--- config.mk ---
export PLATFORM = sky130hd
export DESIGN_NAME = ram_transfer_engine
export DESIGN_NICKNAME = d
export VERILOG_FILES = /design/src/rtl/ram_transfer_engine.sv
export SDC_FILE = /design/constraint.sdc
export NUM_CORES = 1
export LEC_CHECK = 0
export ABC_AREA = 1
export BUFFER_PORTS_ARGS = -buffer_cell sky130_fd_sc_hd__clkbuf_2
export CORE_MARGIN = 5
export CORE_UTILIZATION = 28
export DETAILED_ROUTE_END_ITERATION = 7
export SLEW_MARGIN = 20
export SYNTH_ARGS = -nofsm -noshare
export SYNTH_HDL_FRONTEND = slang
export SYNTH_SLANG_ARGS = --single-unit
export TNS_END_PERCENT = 10
--- constraint.sdc ---
create_clock -name clk -period 1.8 [get_ports clk]
set_clock_uncertainty 0.05 [all_clocks]
set_input_delay 0.45 -clock clk [delete_from_list [all_inputs] [get_ports clk]]
set_output_delay 0.45 -clock clk [all_outputs]
set_load 0.02 [all_outputs]
--- src/rtl/ram_transfer_engine.sv ---
// Copies one WORDS-long operand between outer and inner RAM per accepted rising edge of cmd_transfer.
// Word k is read at cycle 2k+1 and written at 2k+2, with the interrupt at 2*WORDS+1; edges arriving while busy are dropped and flagged.
module ram_transfer_engine #(
    parameter int WORD_W = 64,
    parameter int WORDS  = 3,
    parameter int ADDR_W = 6
) (
    input  logic              clk,
    input  logic              rst,
    input  logic              cmd_transfer,
    input  logic              read_write_command,
    input  logic [ADDR_W-1:0] read_address,
    input  logic [ADDR_W-1:0] write_address,
    output logic              interupt_ram_transfer,
    output logic              busy,
    output logic              cmd_overrun,
    output logic [ADDR_W-1:0] outer_ram_addr,
    output logic              outer_ram_re,
    output logic              outer_ram_we,
    output logic [WORD_W-1:0] outer_ram_wdata,
    input  logic [WORD_W-1:0] outer_ram_rdata,
    output logic [ADDR_W-1:0] inner_ram_addr,
    output logic              inner_ram_re,
    output logic              inner_ram_we,
    output logic [WORD_W-1:0] inner_ram_wdata,
    input  logic [WORD_W-1:0] inner_ram_rdata
);

    localparam int IDX_W = (WORDS > 1) ? $clog2(WORDS) : 1;
    localparam logic [IDX_W-1:0] LAST_IDX = IDX_W'(WORDS - 1);

    typedef enum logic [1:0] {IDLE, READ, WRITE, DONE} state_t;

    state_t            state, state_nxt;
    logic              cmd_prev;
    logic              dir, dir_nxt;
    logic [ADDR_W-1:0] src, src_nxt;
    logic [ADDR_W-1:0] dst, dst_nxt;
    logic [IDX_W-1:0]  idx, idx_nxt;
    logic              busy_nxt, irq_nxt, overrun_nxt;
    logic [ADDR_W-1:0] outer_addr_nxt, inner_addr_nxt;
    logic              outer_re_nxt, outer_we_nxt, inner_re_nxt, inner_we_nxt;
    logic              issue_rd, issue_wr, op_dir;
    logic [ADDR_W-1:0] op_addr;
    logic [WORD_W-1:0] wdata_q, src_rdata, wdata;
    logic              cmd_rise, accept;

    assign cmd_rise  = cmd_transfer & ~cmd_prev;
    assign accept    = cmd_rise & (state == IDLE);
    assign src_rdata = dir ? inner_ram_rdata : outer_ram_rdata;

    // Read data arrives the cycle after re, so WRITE forwards it straight through;
    // outside WRITE the bus shows the last word written.
    assign wdata           = (state == WRITE) ? src_rdata : wdata_q;
    assign outer_ram_wdata = wdata;
    assign inner_ram_wdata = wdata;

    always_comb begin
        state_nxt   = state;
        dir_nxt     = dir;
        src_nxt     = src;
        dst_nxt     = dst;
        idx_nxt     = idx;
        busy_nxt    = busy;
        irq_nxt     = 1'b0;
        overrun_nxt = cmd_overrun | (cmd_rise & (state != IDLE));
        issue_rd    = 1'b0;
        issue_wr    = 1'b0;
        op_dir      = dir;
        op_addr     = '0;

        case (state)
            IDLE: begin
                if (accept) begin
                    state_nxt = READ;
                    dir_nxt   = read_write_command;
                    src_nxt   = read_address;
                    dst_nxt   = write_address;
                    idx_nxt   = '0;
                    busy_nxt  = 1'b1;
                    issue_rd  = 1'b1;
                    op_dir    = read_write_command;
                    op_addr   = read_address;
                end
            end
            READ: begin
                state_nxt = WRITE;
                issue_wr  = 1'b1;
                op_addr   = dst + ADDR_W'(idx);
            end
            WRITE: begin
                if (idx == LAST_IDX) begin
                    state_nxt = DONE;
                    irq_nxt   = 1'b1;
                end else begin
                    state_nxt = READ;
                    idx_nxt   = idx + IDX_W'(1);
                    issue_rd  = 1'b1;
                    op_addr   = src + ADDR_W'(idx) + ADDR_W'(1);
                end
            end
            DONE: begin
                state_nxt = IDLE;
                busy_nxt  = 1'b0;
            end
            default: state_nxt = IDLE;
        endcase

        // dir=0 reads outer and writes inner; dir=1 the reverse.
        outer_re_nxt   = issue_rd & ~op_dir;
        inner_re_nxt   = issue_rd & op_dir;
        inner_we_nxt   = issue_wr & ~op_dir;
        outer_we_nxt   = issue_wr & op_dir;
        outer_addr_nxt = (outer_re_nxt | outer_we_nxt) ? op_addr : outer_ram_addr;
        inner_addr_nxt = (inner_re_nxt | inner_we_nxt) ? op_addr : inner_ram_addr;
    end

    always_ff @(posedge clk) begin
        if (rst) begin
            state                 <= IDLE;
            cmd_prev              <= 1'b0;
            dir                   <= 1'b0;
            src                   <= '0;
            dst                   <= '0;
            idx                   <= '0;
            busy                  <= 1'b0;
            interupt_ram_transfer <= 1'b0;
            cmd_overrun           <= 1'b0;
            outer_ram_addr        <= '0;
            outer_ram_re          <= 1'b0;
            outer_ram_we          <= 1'b0;
            inner_ram_addr        <= '0;
            inner_ram_re          <= 1'b0;
            inner_ram_we          <= 1'b0;
            wdata_q               <= '0;
        end else begin
            state                 <= state_nxt;
            cmd_prev              <= cmd_transfer;
            dir                   <= dir_nxt;
            src                   <= src_nxt;
            dst                   <= dst_nxt;
            idx                   <= idx_nxt;
            busy                  <= busy_nxt;
            interupt_ram_transfer <= irq_nxt;
            cmd_overrun           <= overrun_nxt;
            outer_ram_addr        <= outer_addr_nxt;
            outer_ram_re          <= outer_re_nxt;
            outer_ram_we          <= outer_we_nxt;
            inner_ram_addr        <= inner_addr_nxt;
            inner_ram_re          <= inner_re_nxt;
            inner_ram_we          <= inner_we_nxt;
            if (state == WRITE) begin
                wdata_q <= src_rdata;
            end
        end
    end

endmodule
Word level (Yosys, flattened, before mapping)
Cells that the tools add are included.

Logic and storage cells: 67. Input port bits: 144. Register bits: 101. Output and inout port bits: 147.

Reduce and logical (&&, ||, !) cells: 8. Equal/unequal tests: 6. Bitwise operators: 13. Multiplexer cells: 20. Add/sub/neg operators: 4.

Operators by type and width (number): two-way mux 64 bit (2); case mux 6 bit (3 select lines) (1); adder 6 x 2 -> 6 bit (2); two-way mux 6 bit (2); two-way mux 2 bit (4); case mux 2 bit (4 select lines) (1); bitwise AND 1 bit (7); two-way mux 1 bit (7); adder 6 x 1 -> 6 bit, second input constant (1); equality test 2 bit, second input constant (3); nonzero test 2 bit (3); inequality test 2 bit, second input constant (2); case mux 1 bit (2 select lines) (2); case mux 2 bit (2 select lines) (1); AND reduction 2 bit (2); inverter 1 bit (3); bitwise OR 1 bit (3); AND reduction 3 bit (1); adder 2 x 1 -> 2 bit, second input constant (1); equality test 2 x 1 -> 1 bit, second input constant (1); zero test 2 bit (1); OR reduction 2 bit (1).

Depth between registers and ports, before layout
Word-level depth: 8. Depth in mapped cells: 11. Gate-level depth less buffers: 11.

Worst setup path after synthesis
Ideal clock, no wire load.

Kind: reg2out. Start: register dir. End: output outer_ram_wdata[62]. Data arrival time: 1.489 ns. Required time: 1.300 ns. Buffers on the path: 4. Setup slack: -0.189 ns. Cell stages (with the launch flop): 8. Cells stage by stage: dfxtp_1 > buf_4 > inv_2 > buf_4 > buf_2 > nor2_1 > o21ai_1 > buf_4.

Longest elaborated chain between the ends: 2.

Ends and longest elaborated chain: start, declared (RTL line 36) `logic dir, dir_nxt;`; start signal, assigned (RTL line 139) `dir <= dir_nxt;`; two-way mux 64 bit (RTL line 50) `assign src_rdata = dir ? inner_ram_rdata : outer_ram_rdata;`; two-way mux 64 bit; end, declared (RTL line 20) `output logic [WORD_W-1:0] outer_ram_wdata,`.

Every way passes these cells.

Final worst setup path
Start: register state[1]. End: output outer_ram_wdata[8].

Longest elaborated chain between the ends: 2.

Ends and longest elaborated chain: start, declared (RTL line 34) `state_t state, state_nxt;`; start signal, assigned (RTL line 137) `state <= state_nxt;`; equality test 2 bit (RTL line 54) `assign wdata = (state == WRITE) ? src_rdata : wdata_q;`; two-way mux 64 bit.

Every way passes these cells.

==> reports/qor.yml <==
synthesis:
  seq_area_frac_synth_pct: 37.2
  synth_top_area_cell: "dfxtp_1"
  synthCells: 712
  synth.distinct_cells: 30
  synth_top_area_share_pct: 37.2
  syn_area_sq_um: 5430
  synth_seq_cells: 101
  synth_area_leaders: "dfxtp_1 (37%), o21ai_2 (9.7%), buf_4 (9.1%)"
  syn_area_per_cell_sq_um: 7.63
  yosys_warnings: 0
  synth_fp_nets: 863
route:
  drtAntennaViolNets: 0
  wl_met1_um: 7430
  met3_length_um: 1090
  dr_total_vias: 5458
  wl_met2_um: 9130
  vias_per_cell: 4.39
  route.detailed.drc: 0
  wire_per_inst_um: 14.4
  routed.top_layer: "met4"
  first_pass_iters: 4
  first_iter_violations: 199
  totalWireLength_um: 18000
final_layout:
  layoutNonFillerInstCount: 1244
  final_common_cell: "clkbuf_2"
  multiInputGateArea_sq_um: 2700
  final_util_pct: 41.8
  nNetsFinal: 1125
  filler_cell_count: 2001
  drive_gt1_share_pct: 49.2
  syn_to_final_growth_pct: 48.2
  diodes: 0
  mostFrequentLayoutCells: "clkbuf_2 (163), buf_4 (127), nor2_1 (103), nand2_1 (97), dfxtp_1 (97)"
  seqCellArea_sq_um: 2030
global_routing:
  antenna_found_initial: 0
  grt_pass1_vias: 5122
  grt_pass1_wl_um: 25600
  overflow: 0
  grt_max_degree: 47
  grtUsageTotal_pct: 14.3
run_status:
  status: "finished with violations"
  failed_checks: "setup timing"
timing:
  fin_crit_sh_pct: 123
  slew_headroom_pct: 78.0
  rsz0062_at_grt: "true"
  slew_viol_final: 0
  fin_crit_ns: 2.21
  setup_tns_ns: -44.77
  fmax_mhz: 453
  worstMarginPinSlew_ns: 0.330
  fin_ws_ns: -0.405
  hold_viol_final: 0
  setup_violations: 128
placement:
  gp_congestion: 0.813
  dpl_worst_slack_ns: -0.0767
  hpwlAfterDp_um: 12800
  port-buffer-count: 290
  dp.cells: 1216
setup_path:
  crit_path_max_incr_delay_ns: 0.33
  end_kind: "primary output"
  critical_path_class: "reg2out"
  crit_path_top_delay_cell: "dfxtp_2"
  required_ns: 1.30
  path_common_cell: "buf_12"
  cp_max_fo: 23
  worstPathArrival_ns: 1.71
  path_cells: "inv_2 > nor2_4 > buf_12 > buf_8 > inv_8 > buf_12 > nand2_1 > o21ai_2 > buf_4"
  worstSetupStartpointType: "flip-flop"
die:
  rows: 51
  die_y_um: 149
  start_util_pct: 28.2
  ios: 291
  core_sq_um: 19300
  die_x_um: 149
  die-area_sq_um: 22300
clock_network:
  cts_buffers: 9
  clkSlewWorstSetupHoldPaths_ns: 0.07
  clock_latency_ns: 0.35
  cts_tree: "done"
  cts.sinks: 101
  root_buffer: "clkbuf_16"
  clockBufferDepth: 2
  postCtsHoldBufs: 0
  ctsHtreeMaxLevel: 3
power_and_ir_drop:
  irDropWorstVdd_mv: 0.421
  p_leak_nw: 3.89
  power.density_nw_per_um2: 763
run:
  cap_violations: 0
worst_hold_path:
  hp-class: "in2reg"
-- synth_stat cells (all sizes together) --
cell type and number:
buf 92, nand2 105, nand3 19, fa 2
inv 25, clkbuf 14, or2 1, o21ai 152
ha 5, a21oi 14, nand4 4, dfxtp 101
nor2 108, o211ai 3, o211a 1, and2 64
o21bai 2
-- sequential cells by signal (all words and copies together) (netlist names), 2 cells and up --
name / flops
dst: 6
idx: 2
outer_ram_addr: 6
inner_ram_addr: 6
state: 2
src: 6
wdata_q: 64
-- layer usage --
metal	vias up	GRT usage, %
met5	-	0
met4	0	4.03
met3	20	3.16
met2	174	24.9
met1	2485	17.8
li1	2779	-
-- final cells by class --
type | count | area share, %
flip-flops and latches | 101 | 25.2
multi-input cells | 480 | 33.5
well taps | 265 | 4.12
clock buffers | 9 | 2.80
clock inverters | 7 | 0.963
repair buffers | 357 | 32.2
inverters | 25 | 1.29
-- power by group --
group          internal, mW  switching, mW
Combinational         0.764           1.00
Clock                 0.985          0.965
Sequential             2.36         0.0686
-- metrics by stage --
| stage | total power [mW] | cell area, sq um | hold WS [ns] |
|---|---|---|---|
| floorplan | 3.51 | 5490 | 0.394 |
| global placement | 4.02 | 7030 | 0.403 |
| detailed placement | 4.03 | 7030 | 0.412 |
| CTS | 6.07 | 7470 | 0.257 |
| global route | 6.48 | 8050 | 0.280 |
| finish | 6.14 | 8050 | 0.275 |
-- repair_timing --
action,CTS,global route
gates cloned,0,5
setup buffers,0,7
endpoints found under the setup margin,128,136
pin swaps,1,9
resized for setup,57,254
-- critical path, delay by kind of cell, from the launching register on --
| family | cells | cell delay, ns |
|---|---|---|
| AO/OA/AOI/OAI | 1 | 0.11 |
| AND/OR/NAND/NOR | 2 | 0.13 |
| buffers and inverters | 6 | 0.79 |
| flip-flops | 1 | 0.33 |
-- final timing paths --
| kind | to | depth (start not counted) | slack [ns] | from |
|---|---|---|---|---|
| setup / recovery | outer_ram_wdata[8] | 9 | -0.41 | state[1] |
| hold / removal | cmd_prev | 3 | 0.28 | cmd_transfer |
| setup reg to reg | inner_ram_addr[2] | 9 | 0.10 | idx[0] |
| hold reg to reg | idx[0] | 1 | 0.42 | idx[0] |
-- kinds of logic after synthesis --
family,Yosys count,share of synthesized area [%]
flip-flops,101,37.2
adder cells (fa/ha/maj),7,1.89
AND/OR/NAND/NOR,301,25.2
buffers and inverters,131,15.2
AO/OA/AOI/OAI,172,20.5
Note: power is estimated with default switching activity, not from simulation.
